`src/rtl/decoder_4x16_seq.sv`:
```
// Registered 4-to-16 one-hot decoder with valid/ready intake and a timed hold/gap pulse.
// Optional code parity checking is enabled by defining CODE_PARITY_EN.
module decoder_4x16_seq #(
    parameter int HOLD_CYCLES = 4,
    parameter int GAP_CYCLES  = 1,
    parameter int CNT_W       = 8
) (
    input  logic        clk,
    input  logic        rst,
    input  logic        in_valid,
    output logic        in_ready,
    input  logic [3:0]  in,
    output logic [15:0] out,
    output logic        out_valid,
    output logic        busy
`ifdef CODE_PARITY_EN
    ,
    input  logic        in_par,
    output logic        par_err
`endif
);

    typedef enum logic [1:0] {
        IDLE  = 2'd0,
        DRIVE = 2'd1,
        GAP   = 2'd2
    } state_t;

    state_t             state_r;
    logic [CNT_W-1:0]   cnt_r;
    logic [15:0]        out_r;
    logic               out_valid_r;
    logic               busy_r;

`ifdef CODE_PARITY_EN
    logic               par_err_r;

    // Even parity over code plus parity bit must reduce to zero.
    function automatic logic code_parity_ok(input logic [3:0] code, input logic par);
        return (^{code, par}) == 1'b0;
    endfunction

    assign par_err = par_err_r;
`endif

    assign in_ready  = (state_r == IDLE);
    assign out       = out_r;
    assign out_valid = out_valid_r;
    assign busy      = busy_r;

    // Hold/gap sequencer; the code is latched into out_r at accept.
    always_ff @(posedge clk or posedge rst) begin
        if (rst) begin
            state_r     <= IDLE;
            cnt_r       <= {CNT_W{1'b0}};
            out_r       <= 16'h0000;
            out_valid_r <= 1'b0;
            busy_r      <= 1'b0;
`ifdef CODE_PARITY_EN
            par_err_r   <= 1'b0;
`endif
        end else begin
`ifdef CODE_PARITY_EN
            par_err_r <= 1'b0;
`endif
            case (state_r)
                IDLE: begin
                    if (in_valid) begin
`ifdef CODE_PARITY_EN
                        if (!code_parity_ok(in, in_par)) begin
                            par_err_r <= 1'b1;
                        end else
`endif
                        begin
                            out_r       <= 16'h0001 << in;
                            out_valid_r <= 1'b1;
                            busy_r      <= 1'b1;
                            cnt_r       <= CNT_W'(HOLD_CYCLES - 1);
                            state_r     <= DRIVE;
                        end
                    end
                end
                DRIVE: begin
                    if (cnt_r != {CNT_W{1'b0}}) begin
                        cnt_r <= cnt_r - CNT_W'(1);
                    end else begin
                        out_r       <= 16'h0000;
                        out_valid_r <= 1'b0;
                        if (GAP_CYCLES == 0) begin
                            busy_r  <= 1'b0;
                            state_r <= IDLE;
                        end else begin
                            cnt_r   <= CNT_W'(GAP_CYCLES - 1);
                            state_r <= GAP;
                        end
                    end
                end
                GAP: begin
                    if (cnt_r != {CNT_W{1'b0}}) begin
                        cnt_r <= cnt_r - CNT_W'(1);
                    end else begin
                        busy_r  <= 1'b0;
                        state_r <= IDLE;
                    end
                end
                default: begin
                    state_r     <= IDLE;
                    cnt_r       <= {CNT_W{1'b0}};
                    out_r       <= 16'h0000;
                    out_valid_r <= 1'b0;
                    busy_r      <= 1'b0;
                end
            endcase
        end
    end

endmodule

```
`config.mk`:
```
export PLATFORM = sky130hd
export DESIGN_NAME = decoder_4x16_seq
export DESIGN_NICKNAME = d
export VERILOG_FILES = /design/src/rtl/decoder_4x16_seq.sv
export SDC_FILE = /design/constraint.sdc
export NUM_CORES = 1
export LEC_CHECK = 0
export CAP_MARGIN = 20
export CELL_PAD_IN_SITES_DETAIL_PLACEMENT = 1
export CELL_PAD_IN_SITES_GLOBAL_PLACEMENT = 1
export CORE_MARGIN = 5
export CORE_UTILIZATION = 30
export CTS_CLUSTER_SIZE = 14
export DETAILED_ROUTE_END_ITERATION = 10
export PLACE_DENSITY_LB_ADDON = 0.1
export SYNTH_ARGS = -nofsm -noshare
export SYNTH_HDL_FRONTEND = slang
export SYNTH_SLANG_ARGS = --single-unit
```
`constraint.sdc`:
```
create_clock -name clk -period 1.75 [get_ports clk]
set_input_delay 0.525 -clock clk [delete_from_list [all_inputs] [get_ports clk]]
set_output_delay 0.525 -clock clk [all_outputs]
set_load 0.01 [all_outputs]
```
=== After elaboration in Yosys (flattened, before gate mapping) ===
Cells that the tools add are included.

* Output and inout bits: 19
* Register bits: 28

* Eq/ne operators: 6
* Muxes and demuxes: 15
* Shifts and indexed selects: 1
* Bitwise gates (word level): 2
* Add/sub/neg operators: 1
* Reduce and logical (&&, ||, !) cells: 6

{| class="wikitable"
|+ Operator list
! operator !! count
|-
| $pmux 16 s3 || 1
|-
| $mux 16 || 2
|-
| $mux 8 || 3
|-
| $pmux 8 s3 || 1
|-
| $shl 1x4->16 const A || 1
|-
| $reduce_and 3->1 || 3
|-
| $ne 2x2->1 const B || 4
|-
| $reduce_bool 8->1 || 1
|-
| $sub 8x1->8 const B || 1
|-
| $mux 2 || 3
|-
| $pmux 1 s3 || 2
|-
| $pmux 2 s3 || 1
|-
| $eq 2x1->1 const B || 1
|-
| $eq 2x2->1 const B || 1
|-
| $logic_not 2->1 || 1
|-
| $mux 1 || 2
|-
| $not 1->1 || 2
|-
| $reduce_and 2->1 || 1
|}

=== Logic depth before layout (Yosys ltp) ===
Gate-level depths: netlist of run 1.

* Word-level depth: 3
* Depth in mapped cells: 8

=== Worst setup path after synthesis of run 1 ===
OpenSTA, ideal clock, no wires.

* Path kind: flip-flop to flip-flop
* Start: register cnt_r[0]
* End: register out_r[13], in the netlist out[13]
* Buffers on the path: 2
* Slack: -0.179 ns
* Cell stages (with the launch flop): 9
* Required time: 1.628 ns
* Setup time: 0.122 ns
* Arrival time: 1.808 ns
* Cell sequence: dfrtp_1 > inv_1 > ha_1 > nor3b_1 > nand3_4 > and2_4 > buf_6 > buf_8 > a32o_1

* Cells in the longest elaborated chain, start to end: 3

{| class="wikitable"
|+ Ends and longest elaborated chain
! what !! line !! RTL
|-
| start: declaration || 30 || <nowiki>logic [CNT_W-1:0] cnt_r;</nowiki>
|-
| start signal: assignment || 55 || <nowiki>cnt_r <= {CNT_W{1'b0}};</nowiki>
|-
| start signal: assignment || 78 || <nowiki>cnt_r <= CNT_W'(HOLD_CYCLES - 1);</nowiki>
|-
| start signal: assignment || 85 || <nowiki>cnt_r <= cnt_r - CNT_W'(1);</nowiki>
|-
| $reduce_bool 8->1 || 84 || <nowiki>if (cnt_r != {CNT_W{1'b0}}) begin</nowiki>
|-
| $ne 2x2->1 (no source line) || -- ||
|-
| $reduce_and 3->1 (no source line) || -- ||
|-
| end signal: assignment || 75 || <nowiki>out_r <= 16'h0001 << in;</nowiki>
|-
| end: declaration || 31 || <nowiki>logic [15:0] out_r;</nowiki>
|}

Every way passes these cells.
A chain may end at the register's enable or synchronous reset.

=== Worst setup path in the final report of run 1 ===
* Start: register out_r[7], in the netlist out[7]
* End: output port out[7]

{| class="wikitable"
|+ RTL lines
! what !! line !! RTL
|-
| end: declaration || 13 || <nowiki>output logic [15:0] out,</nowiki>
|}

No word-level cell between the ends.

==> results.txt, run 1 <==
* Initial Utilization: 30.8%
- The max-slew violation count is 0.
- After routing the design area is 0.00212 sq mm.
- Global routing usage on met3: 1.69%
- Worst hold path cell count: 1
* Number of cells on the worst reg-to-reg path: 6
* Critical-path top delay cell: sky130_fd_sc_hd__clkdlybuf4s50_1
* Clock tree from TritonCTS: yes
* Clock Sink Count: 28
- Average routed wire per standard cell: 16.9 microns
- In this run, CTS created clock tree buffers numbering 3.
* CTS Root Cell: sky130_fd_sc_hd__clkbuf_8
- Routability-driven placement finished with a final weighted congestion of 0.720.
* Hold slack: 499 ps
- Later-pin clock latency in the skew report: 280 ps
- Worst-path fanout max: 2
- The number of hold buffers added after CTS was 0.
* Pin count of the biggest net entering global routing: 29
- STA classifies the critical path startpoint as a flop.
- Least-Margin Pin Slew: 392 ps
* Final core utilization: 45.0%
* Critical-path cell list: clkdlybuf4s50_1
- Leaving out fill and tap cells, the most frequent cell in the layout is sky130_fd_sc_hd__dfrtp_1.
- The first global-routing pass estimated 6.57 mm of wire.
- Met2 track demand over resource: 21.2%
- Max Fclk: 587 MHz
- Netlist area before placement: 0.00146 sq mm
- FFs w/ async S/R, synth: 100%
- Pin placement for this block handled 26 I/O pins.
* Top flip-flop cell by instance count after synthesis: sky130_fd_sc_hd__dfrtp_1
- Via count normalized by instance count: 5.05
- STA classifies the critical path endpoint as an output pin.
- Die Area: 0.00635 sq mm
- Across the run, the number of max-cap violations was 0.
- Of the available clock period, the critical path in the final layout requires 97.3%.
- Summed over all cells, the static leakage comes to 0.00115 uW.
* Antenna cell count: 0
- Maximum level of the CTS H-tree: 1
- Once routing completed, OpenROAD measured the worst setup slack at 47.5 ps.
* Post-place setup slack: -435 ps
* Net count reported at finish: 188
- The worst-case IR drop observed on VDD is 0.511 mV.
- Setup slack on the worst reg-to-reg path comes out at 100 ps.
- Vias in the first global route: 1277
* Power Dens Cells: 1490 mW/mm^2
* Longest Clk Path Bufs: 2
- Required time of the worst setup path: 1220 ps
- Number of endpoints with negative hold slack in the final report: 0
- During synthesis, Yosys emitted a total of 0 warnings.
- The share of the Yosys chip area taken by registers is 48.1%.
* Number of instances in the synthesized netlist: 130
* Core Footprint: 0.00472 sq mm
- Synthesis instantiated 44 different standard cells from the library.
- Total Wirelength: 4.13 mm
* Overall track demand over capacity in global routing: 13.3%
- Together, buffers and inverters on the worst path number 1.
- Data arrival at the endpoint of the critical path: 1180 ps
- Synthesis produced a netlist with a net count of 139.
- Once detail routing completed, the nets flagged for antenna violations numbered 0.
* Kind of cell adding the most delay to the critical path: buffers and inverters
* PortBufs: 25
- The startpoint identified for the worst register-to-register timing path is cnt_r[1]$_DFFE_PP0P_.
- Worst-path clk slew: 100 ps
- Capturing point of the worst reg2reg path: out[8]$_DFFE_PP0P_
- For hold timing, the worst endpoint is out[7]$_DFFE_PP0P_.
- Global routing usage on met1: 19.0%
- Drt first pass iters: 4
- Total number of vias: 1237
- For this run, design rule violations remaining after detail routing come to 0.
* Overall die width: 79.7 microns
- The wire-length estimate of the detail-placed layout is 2.89 mm.
* Count of state elements after synthesis: 28
* Worst rel slew slack: 73.8%
* Run status: completed
- Final setup skew: 2.92 ps
* Avg Cell Area, Syn: 11.2 sq um
- For the final routed database, the setup TNS stands at 0 ps.
- Setup violations remaining at the end of the flow were counted as 0.
- Setup repair after global routing missed its margin: false
- Critical path's largest stage delay: 540 ps
- The number of antenna violations at the first check in global routing was 0.
- In this run the cell area measured after placement is 0.00189 sq mm.
- The startpoint identified for the worst hold timing path is out[7]$_DFFE_PP0P_.
- Counting flops with a built-in enable in the synthesized netlist gives 0.
* Commonest cells after routing, fill and taps aside: sky130_fd_sc_hd__dfrtp_1 (24), sky130_fd_sc_hd__buf_4 (22), sky130_fd_sc_hd__dlymetal6s2s_1 (17)
- DRT iter0 DRCs: 38
* Hold WC Path Type: flop to flop
- Fin crit period: 1700 ps
* Num rows: 25
- Summed over all layers, the global routing overflow is 0.
- Fraction of layout cells with a size suffix above 1: 30.9%
* Global route hottest layer: met2
* Layout overhead on the synthesized area: 45.9%
- The floorplan step set the die height to 79.7 microns.
- Type of the worst setup path: flop to output pin
-- routing by layer --
metal  vias up  wire length [microns]
met5         -                      0
met1       642                   1970
met3         2                     57
li1        585                      -
met2         8                   2090
met4         0                     21
-- worst max-delay path by stage --
stage                     slack [ps]                  from                   end  depth (start not counted)
after CTS                          1      busy$_DFFE_PP0P_                  busy                          1
final                             50    out[7]$_DFFE_PP0P_                out[7]                          1
after global routing               5    out[7]$_DFFE_PP0P_                out[7]                          1
after global placement          -380              in_valid  cnt_r[3]$_DFFE_PP0P_                          5
after floorplan                   30  cnt_r[1]$_DFFE_PP0P_   out[13]$_DFFE_PP0P_                          8
after detailed placement        -440              in_valid  cnt_r[3]$_DFFE_PP0P_                          5
-- Yosys cell counts (2+ instances only) --
cell,number,share of area (%)
sky130_fd_sc_hd__dfrtp_1,28,48
sky130_fd_sc_hd__o2bb2ai_1,9,5.4
sky130_fd_sc_hd__inv_1,8,2.1
sky130_fd_sc_hd__nor2_1,8,2.1
sky130_fd_sc_hd__a22o_2,6,4.1
sky130_fd_sc_hd__nand2_1,6,1.5
sky130_fd_sc_hd__nand3_1,5,1.7
sky130_fd_sc_hd__o21ai_0,5,1.7
sky130_fd_sc_hd__nand2b_1,4,1.7
sky130_fd_sc_hd__nand3b_1,4,2.1
sky130_fd_sc_hd__a21boi_0,3,1.5
sky130_fd_sc_hd__a21oi_1,3,1.0
sky130_fd_sc_hd__mux2i_1,3,2.1
sky130_fd_sc_hd__nor2b_1,3,1.3
sky130_fd_sc_hd__a32o_1,2,1.4
sky130_fd_sc_hd__ha_1,2,1.7
sky130_fd_sc_hd__nor3b_1,2,1.0
sky130_fd_sc_hd__or2_2,2,0.86
sky130_fd_sc_hd__or3_1,2,0.86
-- cells by family after synthesis --
group	count (synthesis)	share of synthesized area, %
mux	3	2.06
compound gates	41	24.0
flops	28	48.1
buf+inv	12	4.64
simple gates	44	19.5
fa+ha+maj	2	1.72
-- final cells by class --
class | instances | area [sq um]
fill | 518 | 2600
multi-input combinational | 91 | 778
sequential | 28 | 706
timing repair buffer | 47 | 455
tap | 67 | 83.8
clock buffer | 3 | 41.3
clock inverter | 1 | 30.0
inverter | 8 | 30.0
-- power breakdown --
part / internal [uW] / switching (uW)
clock network: 307 / 223
logic: 816 / 824
registers: 836 / 158
total: 1960 / 1200
-- per-stage QoR --
step                cells  power [uW]
floorplan             130        1920
global placement      235        2380
detailed placement    235        2450
CTS                   239        3010
global route          245        3400
finish                245        3160
-- flip-flops by register name, summed over array words and instances, names as in the netlist --
signal and cells:
out_valid 1, state_r 2, out 16, cnt_r 8, busy 1
-- repair_timing --
item,CTS,global route
endpoints found under the setup margin,4,29
resized for setup,8,27
cloned,0,1
buffers inserted,0,5
pin swaps,1,2
Power figures use the tool's default switching activity.
==> run 2, diff against run 1 <==
Settings changed: CTS_CLUSTER_DIAMETER from default to 120.
==> results of run 2 <==
Final layout, timing and power as in run 1 (identical DEF).
==> run 3, diff against run 2 <==
Settings changed: RECOVER_POWER from default to 100.
==> results.txt, run 3 (synthesized netlist as in run 1, its figures left out) <==
* Run status: completed
- The met2 wire length was 2.08 mm (-0.48%).
* Hold-fix buffers at CTS: 0 (unchanged)
- Number of clock buffers inserted by TritonCTS: 3 (unchanged)
- Later-pin clock latency in the skew report: 280 ps (about the same)
- The final setup violation count came to 0 (unchanged).
- Overall track demand over capacity in global routing: 13.3% (unchanged)
- Clock Sink Count: 28 (unchanged)
- Data arrival at the endpoint of the critical path: 1180 ps (about the same)
- The power density over the cells is 1520 mW/mm^2 (+2.1%).
- Worst rel slew slack: 48.9% (-25 points)
* Worst Setup End Kind: output pin
- The worst setup path is launched from a flop.
* Maximum vdd ir drop: 0.511 mV (about the same)
- The initial standard-cell utilization of the core came to 30.8% (unchanged).
- The share of post-route cells with drive strength above 1 was 30.9% (unchanged).
* Average routed wire per standard cell: 16.8 microns (-0.17%)
- The final hold violation count was 0 (unchanged).
* Crit share post-route: 97.2% (about the same)
* Drt first pass iters: 4 (unchanged)
- Hold slack: 498 ps (-0.787 ps)
- Critical path's largest stage delay: 540 ps (about the same)
* Highest signal layer in the routed design: met4
- The count of vias placed by the detailed router is 1230 (-0.57%).
- Compared with the post-synthesis result, the final layout area differs by 42.4%.
- The post-route clock skew is 3.09 ps (+0.174 ps).
* Least-Margin Pin Slew: 766 ps (+374 ps)
- Num rows: 25 (unchanged)
- Following the worst setup path forward leads to its endpoint at out[7].
- The peak clock frequency supported by timing is 588 MHz (about the same).
- Die Area: 0.00635 sq mm (unchanged)
* HPWL reported at the end of detailed placement: 2.89 mm (unchanged)
- Launching element of the worst setup path: out[7]$_DFFE_PP0P_
- The path class of the tightest hold or removal check is flop to flop.
- Among all stages on the critical path, the largest delay is contributed by sky130_fd_sc_hd__clkdlybuf4s50_1.
- Global route overflow: 0 (unchanged)
- Met3 wire length: 78 microns (+37%)
- The maximum number of pins on one net before global-route repair is 29 (unchanged).
- Leaving out fill and tap cells, the most frequent cell in the layout is sky130_fd_sc_hd__dfrtp_1.
* Type of the worst setup path: flop to output pin
- The cell family contributing the most delay on the critical path is buffers and inverters.
- The via count normalized by instance count was 5.02 (-0.57%).
- Standby leakage power: 0.000862 uW (-25%)
* DRT iter0 DRCs: 54 (+42%)
- Clock tree from TritonCTS: yes
* Post-detailed-route count of antenna-violating nets: 0 (unchanged)
- The total wire length after detailed routing is 4.13 mm (-0.17%).
- First-pass GRT wire length: 6.57 mm (unchanged)
* Total I/O pin count: 26 (unchanged)
* Fin crit period: 1700 ps (-1.28 ps)
- In this run the critical register-to-register path is captured at cnt_r[7]$_DFFE_PP0P_.
* Stages on worst setup path: 1 (unchanged)
- Required time of the worst setup path: 1220 ps (about the same)
- The antenna diode instance count came to 0 (unchanged).
- The number of levels the H-tree was split into was 1 (unchanged).
- The die height came to 79.7 microns (unchanged).
* Final Wtd Congestion: 0.720 (unchanged)
* Worst-path clk slew: 100 ps (about the same)
* Critical-path cell list: clkdlybuf4s50_1
- The path depth of the worst reg2reg path was 6 (unchanged).
* Overall die width: 79.7 microns (unchanged)
* R2R Setup Slk: 90 ps (about the same)
- The tree is rooted in a sky130_fd_sc_hd__clkbuf_8.
* Post-detailed-route DRC marker count: 0 (unchanged)
- Net count reported at finish: 188 (unchanged)
- PortBufs: 25 (unchanged)
- The flip-flop count of the largest register, all copies and words added came to 16 (unchanged).
- Max-capacitance violation count: 0 (unchanged)
- Core Footprint: 0.00472 sq mm (unchanged)
- Wl on met1: 1.95 mm (-0.86%)
- Worst-path fanout max: 2 (unchanged)
- Number of antenna violations at the first check in global routing: 0 (unchanged)
- The post-route setup TNS is 0 ps (unchanged).
- Longest Clk Path Bufs: 2 (unchanged)
- The via count of the first global-routing pass came to 1277 (unchanged).
- The sum of buffers and inverters on the critical path came to 1 (unchanged).
- The startpoint identified for the worst register-to-register timing path is cnt_r[4]$_DFFE_PP0P_.
- Setup repair after global routing missed its margin: false
* Final Slew Violations: 0 (unchanged)
* Commonest cells after routing, fill and taps aside: sky130_fd_sc_hd__dfrtp_1 (24), sky130_fd_sc_hd__buf_4 (20), sky130_fd_sc_hd__clkdlybuf4s25_1 (15)
## run 3: worst min-delay path by stage
| stage | from | end | slack [ps] | cells after the start |
|---|---|---|---|---|
| after floorplan | out[10]$_DFFE_PP0P_ | out[10]$_DFFE_PP0P_ | 520 | 1 |
| after global placement | out[6]$_DFFE_PP0P_ | out[6]$_DFFE_PP0P_ | 480 | 1 |
| after detailed placement | out[7]$_DFFE_PP0P_ | out[7]$_DFFE_PP0P_ | 470 | 1 |
| after CTS | out[7]$_DFFE_PP0P_ | out[7]$_DFFE_PP0P_ | 500 | 1 |
| after global routing | out[15]$_DFFE_PP0P_ | out[15]$_DFFE_PP0P_ | 530 | 1 |
| final | out[7]$_DFFE_PP0P_ | out[7]$_DFFE_PP0P_ | 500 | 1 |
## run 3: repair_timing
item | CTS | global route
setup endpoints to repair | 4 | 29
hold endpoints to repair | 0 | 0
resized for setup | 8 | 27
pin swaps | 1 | 2
setup buffers | 0 | 5
gates cloned | 0 | 1
## run 3: power breakdown
group	switching, uW	internal [uW]
Clock	223	307
Combinational	824	801
Sequential	161	836
Total	1210	1940
## run 3: per-layer routing
| metal | track usage [%] | up-vias |
|---|---|---|
| met5 | 0 | - |
| met3 | 1.69 | 2 |
| met1 | 19.0 | 636 |
| met4 | 3.61 | 0 |
| met2 | 21.2 | 8 |
| li1 | - | 584 |
## run 3: final cells by class
cell class | count | area, sq um
Fill cell | 516 | 2650
Inverter | 8 | 30.0
Clock buffer | 3 | 41.3
Multi-Input combinational cell | 91 | 778
Sequential cell | 28 | 706
Clock inverter | 1 | 30.0
Timing Repair Buffer | 47 | 404
Tap cell | 67 | 83.8
## run 3: metrics by stage
stage          std cells  power [uW]  util (%)  setup WS, ps  area [sq um]
6_report             245        3150      43.9          48.8          2070
5_1_grt              245        3380      43.9          5.06          2070
4_1_cts              239        3010      41.9          1.08          1980
3_5_place_dp         235        2450      40.1          -435          1890
3_3_place_gp         235        2380      40.1          -377          1890
2_1_floorplan        130        1920         -          25.3          1470
